--- src/rtl/cacheline_adaptor.sv ---
// -----------------------------------------------------------------------------
// cacheline_adaptor
//   Bridges a cache's full-line memory port to a burst-mode main memory.
//   A line writeback is serialised into BEATS beats of BURST_W bits, and a
//   read burst is deserialised back into one full line. Only one transaction
//   is in flight at a time, and every output is driven straight from a flop.
//
//   Optional feature: define CACHELINE_ADAPTOR_TIMEOUT_EN to add a per-beat
//   wait counter, the TIMEOUT_CYCLES parameter and the sticky err_o port.
//   Without the macro the adaptor waits indefinitely for resp_i.
//
// Ports
//   clk        in   system clock, all state updates on posedge
//   rst        in   asynchronous active-high reset
//   line_i     in   writeback line, captured when a write is accepted
//   line_o     out  assembled read line, held until the next read completes
//   address_i  in   cache request address
//   read_i     in   line-read request (level, looked at only in IDLE)
//   write_i    in   line-write request (level, looked at only in IDLE, wins over read_i)
//   resp_o     out  one-cycle completion pulse to the cache
//   burst_i    in   read beat from memory, valid when resp_i=1
//   burst_o    out  write beat to memory
//   address_o  out  line-aligned memory address
//   read_o     out  memory burst-read request
//   write_o    out  memory burst-write request
//   resp_i     in   memory beat strobe, one beat per cycle it is high
//   err_o      out  sticky timeout flag (only with CACHELINE_ADAPTOR_TIMEOUT_EN)
//
// LINE_W/BURST_W must be an integer of at least 2.
// -----------------------------------------------------------------------------
module cacheline_adaptor #(
    parameter int LINE_W  = 256,
    parameter int BURST_W = 64,
    parameter int ADDR_W  = 32
`ifdef CACHELINE_ADAPTOR_TIMEOUT_EN
    ,
    parameter int TIMEOUT_CYCLES = 1024
`endif
) (
    input  logic               clk,
    input  logic               rst,
    input  logic [LINE_W-1:0]  line_i,
    output logic [LINE_W-1:0]  line_o,
    input  logic [ADDR_W-1:0]  address_i,
    input  logic               read_i,
    input  logic               write_i,
    output logic               resp_o,
    input  logic [BURST_W-1:0] burst_i,
    output logic [BURST_W-1:0] burst_o,
    output logic [ADDR_W-1:0]  address_o,
    output logic               read_o,
    output logic               write_o,
    input  logic               resp_i
`ifdef CACHELINE_ADAPTOR_TIMEOUT_EN
    ,
    output logic               err_o
`endif
);

    localparam int BEATS = LINE_W / BURST_W;
    localparam int CNT_W = (BEATS > 2) ? $clog2(BEATS) : 1;
    localparam logic [CNT_W-1:0]  LAST_BEAT = CNT_W'(BEATS - 1);
    // Clears the byte-offset-within-line bits of the request address.
    localparam logic [ADDR_W-1:0] LINE_MASK = ~(ADDR_W'(LINE_W / 8 - 1));

    typedef enum logic [1:0] {
        S_IDLE = 2'd0,
        S_RD   = 2'd1,
        S_WR   = 2'd2,
        S_DONE = 2'd3
    } state_t;

    // Line viewed as beat slots; slot 0 occupies the least significant bits.
    typedef logic [BEATS-1:0][BURST_W-1:0] line_t;

    state_t           state_q;
    logic [CNT_W-1:0] cnt_q;
    logic [CNT_W-1:0] cnt_d;
    line_t            wline_q;
    line_t            rline_q;
    line_t            rline_d;
    logic             busy_s;
    logic             last_beat_s;
    logic             timeout_s;

    // Next beat index and the read buffer with the current beat merged in.
    always_comb begin
        busy_s      = (state_q == S_RD) || (state_q == S_WR);
        last_beat_s = busy_s && resp_i && (cnt_q == LAST_BEAT);
        rline_d     = rline_q;
        if (last_beat_s) begin
            cnt_d = {CNT_W{1'b0}};
        end else begin
            cnt_d = cnt_q + CNT_W'(1);
        end
        if ((state_q == S_RD) && resp_i) begin
            rline_d[cnt_q] = burst_i;
        end else begin
            rline_d = rline_q;
        end
    end

`ifdef CACHELINE_ADAPTOR_TIMEOUT_EN
    localparam int WAIT_W = $clog2(TIMEOUT_CYCLES + 1);

    logic [WAIT_W-1:0] wait_q;

    // Fires on the wait cycle that would bring the counter to TIMEOUT_CYCLES;
    // a beat in the same cycle always wins.
    assign timeout_s = busy_s && !resp_i &&
                       (wait_q == WAIT_W'(TIMEOUT_CYCLES - 1));

    // Per-beat wait counter (cleared outside RD/WR, so also on entry) and sticky error flag.
    always_ff @(posedge clk or posedge rst) begin
        if (rst) begin
            wait_q <= {WAIT_W{1'b0}};
            err_o  <= 1'b0;
        end else begin
            if (!busy_s || resp_i || timeout_s) begin
                wait_q <= {WAIT_W{1'b0}};
            end else begin
                wait_q <= wait_q + WAIT_W'(1);
            end
            if (timeout_s) begin
                err_o <= 1'b1;
            end else begin
                err_o <= err_o;
            end
        end
    end
`else
    assign timeout_s = 1'b0;
`endif

    // Transaction FSM together with all registered outputs and line buffers.
    always_ff @(posedge clk or posedge rst) begin
        if (rst) begin
            state_q   <= S_IDLE;
            cnt_q     <= {CNT_W{1'b0}};
            wline_q   <= {LINE_W{1'b0}};
            rline_q   <= {LINE_W{1'b0}};
            line_o    <= {LINE_W{1'b0}};
            burst_o   <= {BURST_W{1'b0}};
            address_o <= {ADDR_W{1'b0}};
            read_o    <= 1'b0;
            write_o   <= 1'b0;
            resp_o    <= 1'b0;
        end else begin
            resp_o <= 1'b0;
            case (state_q)
                S_IDLE: begin
                    cnt_q <= {CNT_W{1'b0}};
                    if (write_i) begin
                        // Slot 0 is presented together with the rising write_o.
                        address_o <= address_i & LINE_MASK;
                        wline_q   <= line_i;
                        burst_o   <= line_i[BURST_W-1:0];
                        write_o   <= 1'b1;
                        state_q   <= S_WR;
                    end else if (read_i) begin
                        // Start from a clean buffer so a timed-out read never shows stale beats.
                        address_o <= address_i & LINE_MASK;
                        rline_q   <= {LINE_W{1'b0}};
                        read_o    <= 1'b1;
                        state_q   <= S_RD;
                    end else begin
                        state_q <= S_IDLE;
                    end
                end
                S_RD: begin
                    if (resp_i) begin
                        rline_q <= rline_d;
                        cnt_q   <= cnt_d;
                        if (last_beat_s) begin
                            line_o  <= rline_d;
                            read_o  <= 1'b0;
                            resp_o  <= 1'b1;
                            state_q <= S_DONE;
                        end else begin
                            state_q <= S_RD;
                        end
                    end else if (timeout_s) begin
                        line_o  <= rline_q;
                        read_o  <= 1'b0;
                        resp_o  <= 1'b1;
                        cnt_q   <= {CNT_W{1'b0}};
                        state_q <= S_DONE;
                    end else begin
                        state_q <= S_RD;
                    end
                end
                S_WR: begin
                    if (resp_i) begin
                        cnt_q   <= cnt_d;
                        burst_o <= wline_q[cnt_d];
                        if (last_beat_s) begin
                            write_o <= 1'b0;
                            resp_o  <= 1'b1;
                            state_q <= S_DONE;
                        end else begin
                            state_q <= S_WR;
                        end
                    end else if (timeout_s) begin
                        write_o <= 1'b0;
                        resp_o  <= 1'b1;
                        cnt_q   <= {CNT_W{1'b0}};
                        state_q <= S_DONE;
                    end else begin
                        state_q <= S_WR;
                    end
                end
                S_DONE: begin
                    cnt_q   <= {CNT_W{1'b0}};
                    state_q <= S_IDLE;
                end
                default: begin
                    cnt_q   <= {CNT_W{1'b0}};
                    read_o  <= 1'b0;
                    write_o <= 1'b0;
                    state_q <= S_IDLE;
                end
            endcase
        end
    end

endmodule
--- config.mk ---
export PLATFORM = sky130hd
export DESIGN_NAME = cacheline_adaptor
export DESIGN_NICKNAME = d
export VERILOG_FILES = /design/src/rtl/cacheline_adaptor.sv
export SDC_FILE = /design/constraint.sdc
export NUM_CORES = 2
export LEC_CHECK = 0
export CAP_MARGIN = 25
export CORE_AREA = 2 2 278 280
export DETAILED_ROUTE_END_ITERATION = 8
export DIE_AREA = 0 0 280 282
export GPL_TIMING_DRIVEN = 1
export PLACE_DENSITY = 0.69
export SLEW_MARGIN = 20
export SYNTH_ARGS = -nofsm -noshare
export SYNTH_HDL_FRONTEND = slang
export SYNTH_SLANG_ARGS = --single-unit
--- constraint.sdc ---
create_clock -name clk -period 37.6 [get_ports clk]
set_clock_uncertainty 0.15 [all_clocks]
set_input_delay 7.52 -clock clk [delete_from_list [all_inputs] [get_ports clk]]
set_output_delay 7.52 -clock clk [all_outputs]
set_load 0.1 [all_outputs]
* Word-level counts from Yosys, hierarchy flattened
Cells that the tools add are included.
Storage, ports and cells: bits in registers 871, output and inout bits 355, bits of input ports 357, word-level logic and storage cells 85
Operators by class: $add $sub $neg 1, mux-type cells 35, eq/ne operators 12, order comparisons 3, reduce and logical (&&, ||, !) cells 18
Operator list (number):
- 256-bit two-way mux | 4
- 256-bit one-hot mux with 2 select lines | 1
- 256-bit bitwise mux | 1
- 64-bit two-way mux | 4
- 64-bit binary-select mux with 2-bit select | 1
- 64-bit demux with 2-bit select | 1
- 64-bit one-hot mux with 2 select lines | 1
- 32-bit two-way mux | 2
- 2-bit != test (second input constant) | 7
- 2-bit two-way mux | 6
- 1-bit two-way mux | 10
- 2-bit one-hot mux with 4 select lines | 1
- 4-bit AND reduction | 2
- 2-bit equality test (second input constant) | 3
- 2-bit by 3-bit less-than comparator with 1-bit output (second input constant) | 2
- 3-bit AND reduction | 2
- 2-bit nonzero test | 3
- 5-bit AND reduction | 1
- 1-bit logical AND | 4
- 1-bit one-hot mux with 2 select lines | 2
- 2-bit one-hot mux with 2 select lines | 1
- 2-bit AND reduction | 2
- 2-bit OR reduction | 2
- 2-bit by 1-bit adder with 2-bit output (second input constant) | 1
- 5 further kinds | 5

* Longest topological paths before layout
depth after elaboration 9, depth in mapped cells 10, gate-level depth less buffers 6

* Worst setup path before layout
OpenSTA, ideal clock, no wires.
kind input to register, start input port resp_i, end register burst_o[18], buffers on the path 2, setup time 123 ps, arrival time 8680 ps, setup slack 28647 ps, required time 37327 ps, cell stages on the path 6, path through a31oi_1 -> buf_4 -> buf_6 -> mux4_2 -> nand2b_1 -> nand2_1
On the way: cells in the longest elaborated chain, start to end 7, elaborated cells between the ends (all ways) 9, those cells by class 1 x eq/ne; 5 x mux; 3 x reduce/logical
Ends and longest elaborated chain:
- start, declared | line 53 | input logic resp_i
- 1-bit logical AND (2 in series) | line 89 | last_beat_s = busy_s && resp_i && (cnt_q == LAST_BEAT);
- 2-bit two-way mux | line 91 | if (last_beat_s) begin
- 64-bit binary-select mux with 2-bit select | line 195 | burst_o <= wline_q[cnt_d];
- 64-bit two-way mux (not written as such) | line 195
- 64-bit two-way mux | line 193 | if (resp_i) begin
- 64-bit one-hot mux with 2 select lines | line 150 | case (state_q)
- end signal, assigned | line 143 | burst_o <= {BURST_W{1'b0}};
- end signal, assigned | line 157 | burst_o <= line_i[BURST_W-1:0];
- end signal, assigned | line 195
- end, declared | line 49 | output logic [BURST_W-1:0] burst_o,
Parallel ways exist; a longest one is shown, timed or not. The select of a mux whose other input is x is not followed. A chain may end at the register's enable or synchronous reset.

* Worst setup path in the final report
start input port resp_i, end register line_o[224]
On the way: cells in the longest elaborated chain, start to end 3, elaborated cells between the ends (all ways) 5, those cells by class 1 x mux; 4 x reduce/logical
Ends and longest elaborated chain:
- 1-bit logical AND (2 in series) | line 89
- 3-bit AND reduction (no source line)
- end signal, assigned | line 142 | line_o <= {LINE_W{1'b0}};
- end signal, assigned | line 175 | line_o <= rline_d;
- end signal, assigned | line 183 | line_o <= rline_q;
- end, declared | line 43 | output logic [LINE_W-1:0] line_o,
Parallel ways exist; a longest one is shown, timed or not.

==> metrics.md <==
| Metric | Value |
|---|---|
| Status | complete, no violations |
| Via Count | 24,000 |
| Synthesis-stage register bit count | 802 |
| Clock sinks | 802 |
| Crit share post-route | 29.4% |
| Synthesis-to-layout area growth | 31.0% |
| Post-Syn Area | 34,100 sq um |
| Worst vdd ir | 0.0687 mV |
| Initial Util | 45.0% |
| Number of synthesized flops with an enable pin | 0 |
| Via/cell ratio | 5.49 |
| Pwr dens | 83.3 nW/um^2 |
| Synth Area in Compound Gates | 9.91% |
| CTS tree | yes |
| Least-Margin Pin Slew | 1.12 ns |
| Mean routed wirelength per cell | 22.7 um |
| Largest family of logic cells by synthesized area | multiplexers |
| Max Transition Viols Final | 0 |
| Worst skew pair latency | 0.63 ns |
| Layout Cells excl Fill | 4,373 |
| Post-CTS resize count | 0 |
| Total Nets Final | 3,681 |
| Period minus WS final | 11.06 ns |
| CP peak stage delay | 0.85 ns |
| HPWL Detailed | 64.9 mm |
| Post-route setup TNS | 0 ns |
| WHS | 0.323 ns |
| Clk slew on worst S/H paths | 0.05 ns |
| First-pass GRT wire length | 151 mm |
| Mean Syn Cell Area | 12.4 sq um |
| Drt first pass iters | 5 |
| Most area-consuming cells after synthesis | dfrtp_1, mux2_2, mux2i_1, a22o_1, nand2_1 |
| Crit path max fanout | 119 |
| Most numerous cell in the Yosys netlist | dfrtp_1 |
| Die width | 280 um |
| Mux cell area share after synthesis | 19.2% |
| Worst slew margin | 25.2% |
| Share of layout cells above drive strength 1 | 15.9% |
| Synth top area share | 58.9% |
| Routability cong. | 0.858 |
| Die Ht | 282 um |
| Number of max-cap violations | 0 |
| Reg2Reg Setup Slack | 33.78 ns |
| CP endpoint kind | register |
| Routed Antenna Nets | 0 |
| Most used routing layer | met2 |
| Synth top cells by count | dfrtp_1, nand2_1, mux2_2, o21ai_0 |
| Post-synth top flop | dfrtp_1 |
| Crit path kind | in -> reg |
| GRT Util Overall | 25.0% |
| Final setup fails | 0 |
| Largest net degree at the start of global routing | 183 |
| Core area | 75,700 sq um |
| Register area share after synthesis | 58.9% |
| TritonCTS buffer count | 87 |
| Vias in the first global route | 25,100 |
| # Post-CTS Setup Buffers | 0 |
| H-tree depth | 3 |
| Top-Level Pins | 712 |
| Clock buffer depth | 3 |
| Root buffer cell | clkbuf_16 |
| Die area | 79,000 sq um |
| Peak Freq | 90.4 MHz |
| Top cell family by delay on the critical path | buffers and inverters |
| Yosys warning count | 0 |
| Asr flop ratio synth | 100% |
| Global-route met3 utilization | 7.25% |
| Required @ worst endpoint | 37.95 ns |
| # DRC | 0 |
| Initial DRC count | 1,633 |
| HP Class | reg -> reg |
| Worst Path Arrival | 11.42 ns |
| Antenna violations before repair | 31 |
| Critical Path Start Type | primary input |
| GR Util met2 | 40.4% |
| Adder-cell share of the synthesized area | 0.257% |
| GRT overflow | 0 |
| Synth cell types | 33 |
| Largest area contributor in the netlist | dfrtp_1 |
| RSZ-0062 raised after global routing | false |
| Synth Area in XOR/XNOR | 0% |
| Port Buf Inserts | 701 |
| Critical-path cell list | clkdlybuf4s50_1, and3_1, nand2_8, buf_16, buf_6, buf_4, mux2_2 |
| Num rows | 101 |
| Final wirelength | 99.4 mm |
| Cells after synthesis | 2,755 |
| Slowest cell on crit path | clkdlybuf4s50_1 |
| Post-synthesis simple-gate area fraction | 7.95% |
| Worst path bufs/invs | 4 |
| Tot Pwr | 0.00372 W |
| Placed Cells | 4,201 |
| Final hold vios | 0 |
| Post-CTS Hold Buffers | 0 |
| Met1 GRT Util | 31.1% |
| Leakage | 20.8 nW |
[cells in the final DEF, fill, tap and decap left out, types with 3 or more instances in the layout]
cell type	netlist	routed
bufinv_16	0	4
clkdlybuf4s50_1	0	698
inv_6	0	3
diode_2	0	19
dfrtp_1	802	802
mux2_2	283	283
nor2_4	3	3
nor2_1	3	3
conb_1	1	5
mux2i_1	193	193
nand3_4	0	4
nand2_1	391	390
ha_1	7	4
clkinv_2	0	7
a22o_1	193	193
clkbuf_16	0	90
buf_6	5	4
buf_12	0	3
inv_1	6	5
nand2b_1	129	129
nand3_1	69	65
mux4_2	64	64
clkbuf_8	0	19
clkbuf_1	126	20
buf_16	0	9
o21ai_0	194	194
buf_4	11	25
a21oi_1	130	130
[path summary, 6_finish.rpt]
path	start	to	depth (start not counted)
hold / removal	wline_q[39]	wline_q[39]	2
max in group asynchronous	rst	wline_q[233]	6
setup / recovery	resp_i	line_o[224]	7
setup reg to reg	cnt_q[0]	line_o[224]	7
hold reg to reg	wline_q[39]	wline_q[39]	2
min in group asynchronous	rst	address_o[13]	2
[worst min-delay path, cell delays in order, from the launching register on]
cell	delay, ns
dfrtp_1	0.33
nand2_1	0.05
nand2_1	0.06
[where the power goes]
group	switching [W]	total [W]	internal (W)
Clock	0.000351	0.000855	0.000504
Combinational	0.00101	0.00159	0.000577
Sequential	0.000152	0.00128	0.00113
[cell families (layout without fill, tap and decap cells)]
kind of cell / Yosys count / in the layout
AOI/OAI and AO/OA: 526 / 526
buffers and inverters: 278 / 895
muxes: 540 / 540
other: 1 / 24
adders and majority gates: 7 / 7
DFF: 802 / 802
and+or+nand+nor: 601 / 601
[area by class of cell]
| type | instances | area (sq um) |
|---|---|---|
| diodes | 19 | 47.5 |
| repair buffers | 740 | 7530 |
| fillers | 6054 | 31000 |
| multi-input cells | 1679 | 12900 |
| flip-flops and latches | 802 | 20100 |
| clock buffers | 129 | 2590 |
| inverters | 7 | 33.8 |
| well taps | 978 | 1220 |
| clock inverters | 19 | 267 |
[through the flow]
step / worst slack, ns / util (%) / instance area (sq um)
finish: 26.54 / 59.0 / 44700
global route: 26.26 / 59.0 / 44600
CTS: 26.16 / 58.7 / 44500
detailed placement: 25.47 / 55.0 / 41600
global placement: 25.54 / 54.8 / 41500
floorplan: 7.41 / - / 34100
[sequential cells by signal, indices dropped and copies added, names as in the netlist]
register / flops
write_o: 1
wline_q: 256
burst_o: 64
line_o: 256
rline_q: 192
resp_o: 1
cnt_q: 2
address_o: 27
read_o: 1
state_q: 2
[routing by layer]
metal  wire, um  up-vias
met5        154        -
met4       3920       22
met3       7390      198
met2      47700      816
met1      40200    12200
li1           -    10800
Power figures use the tool's default switching activity.
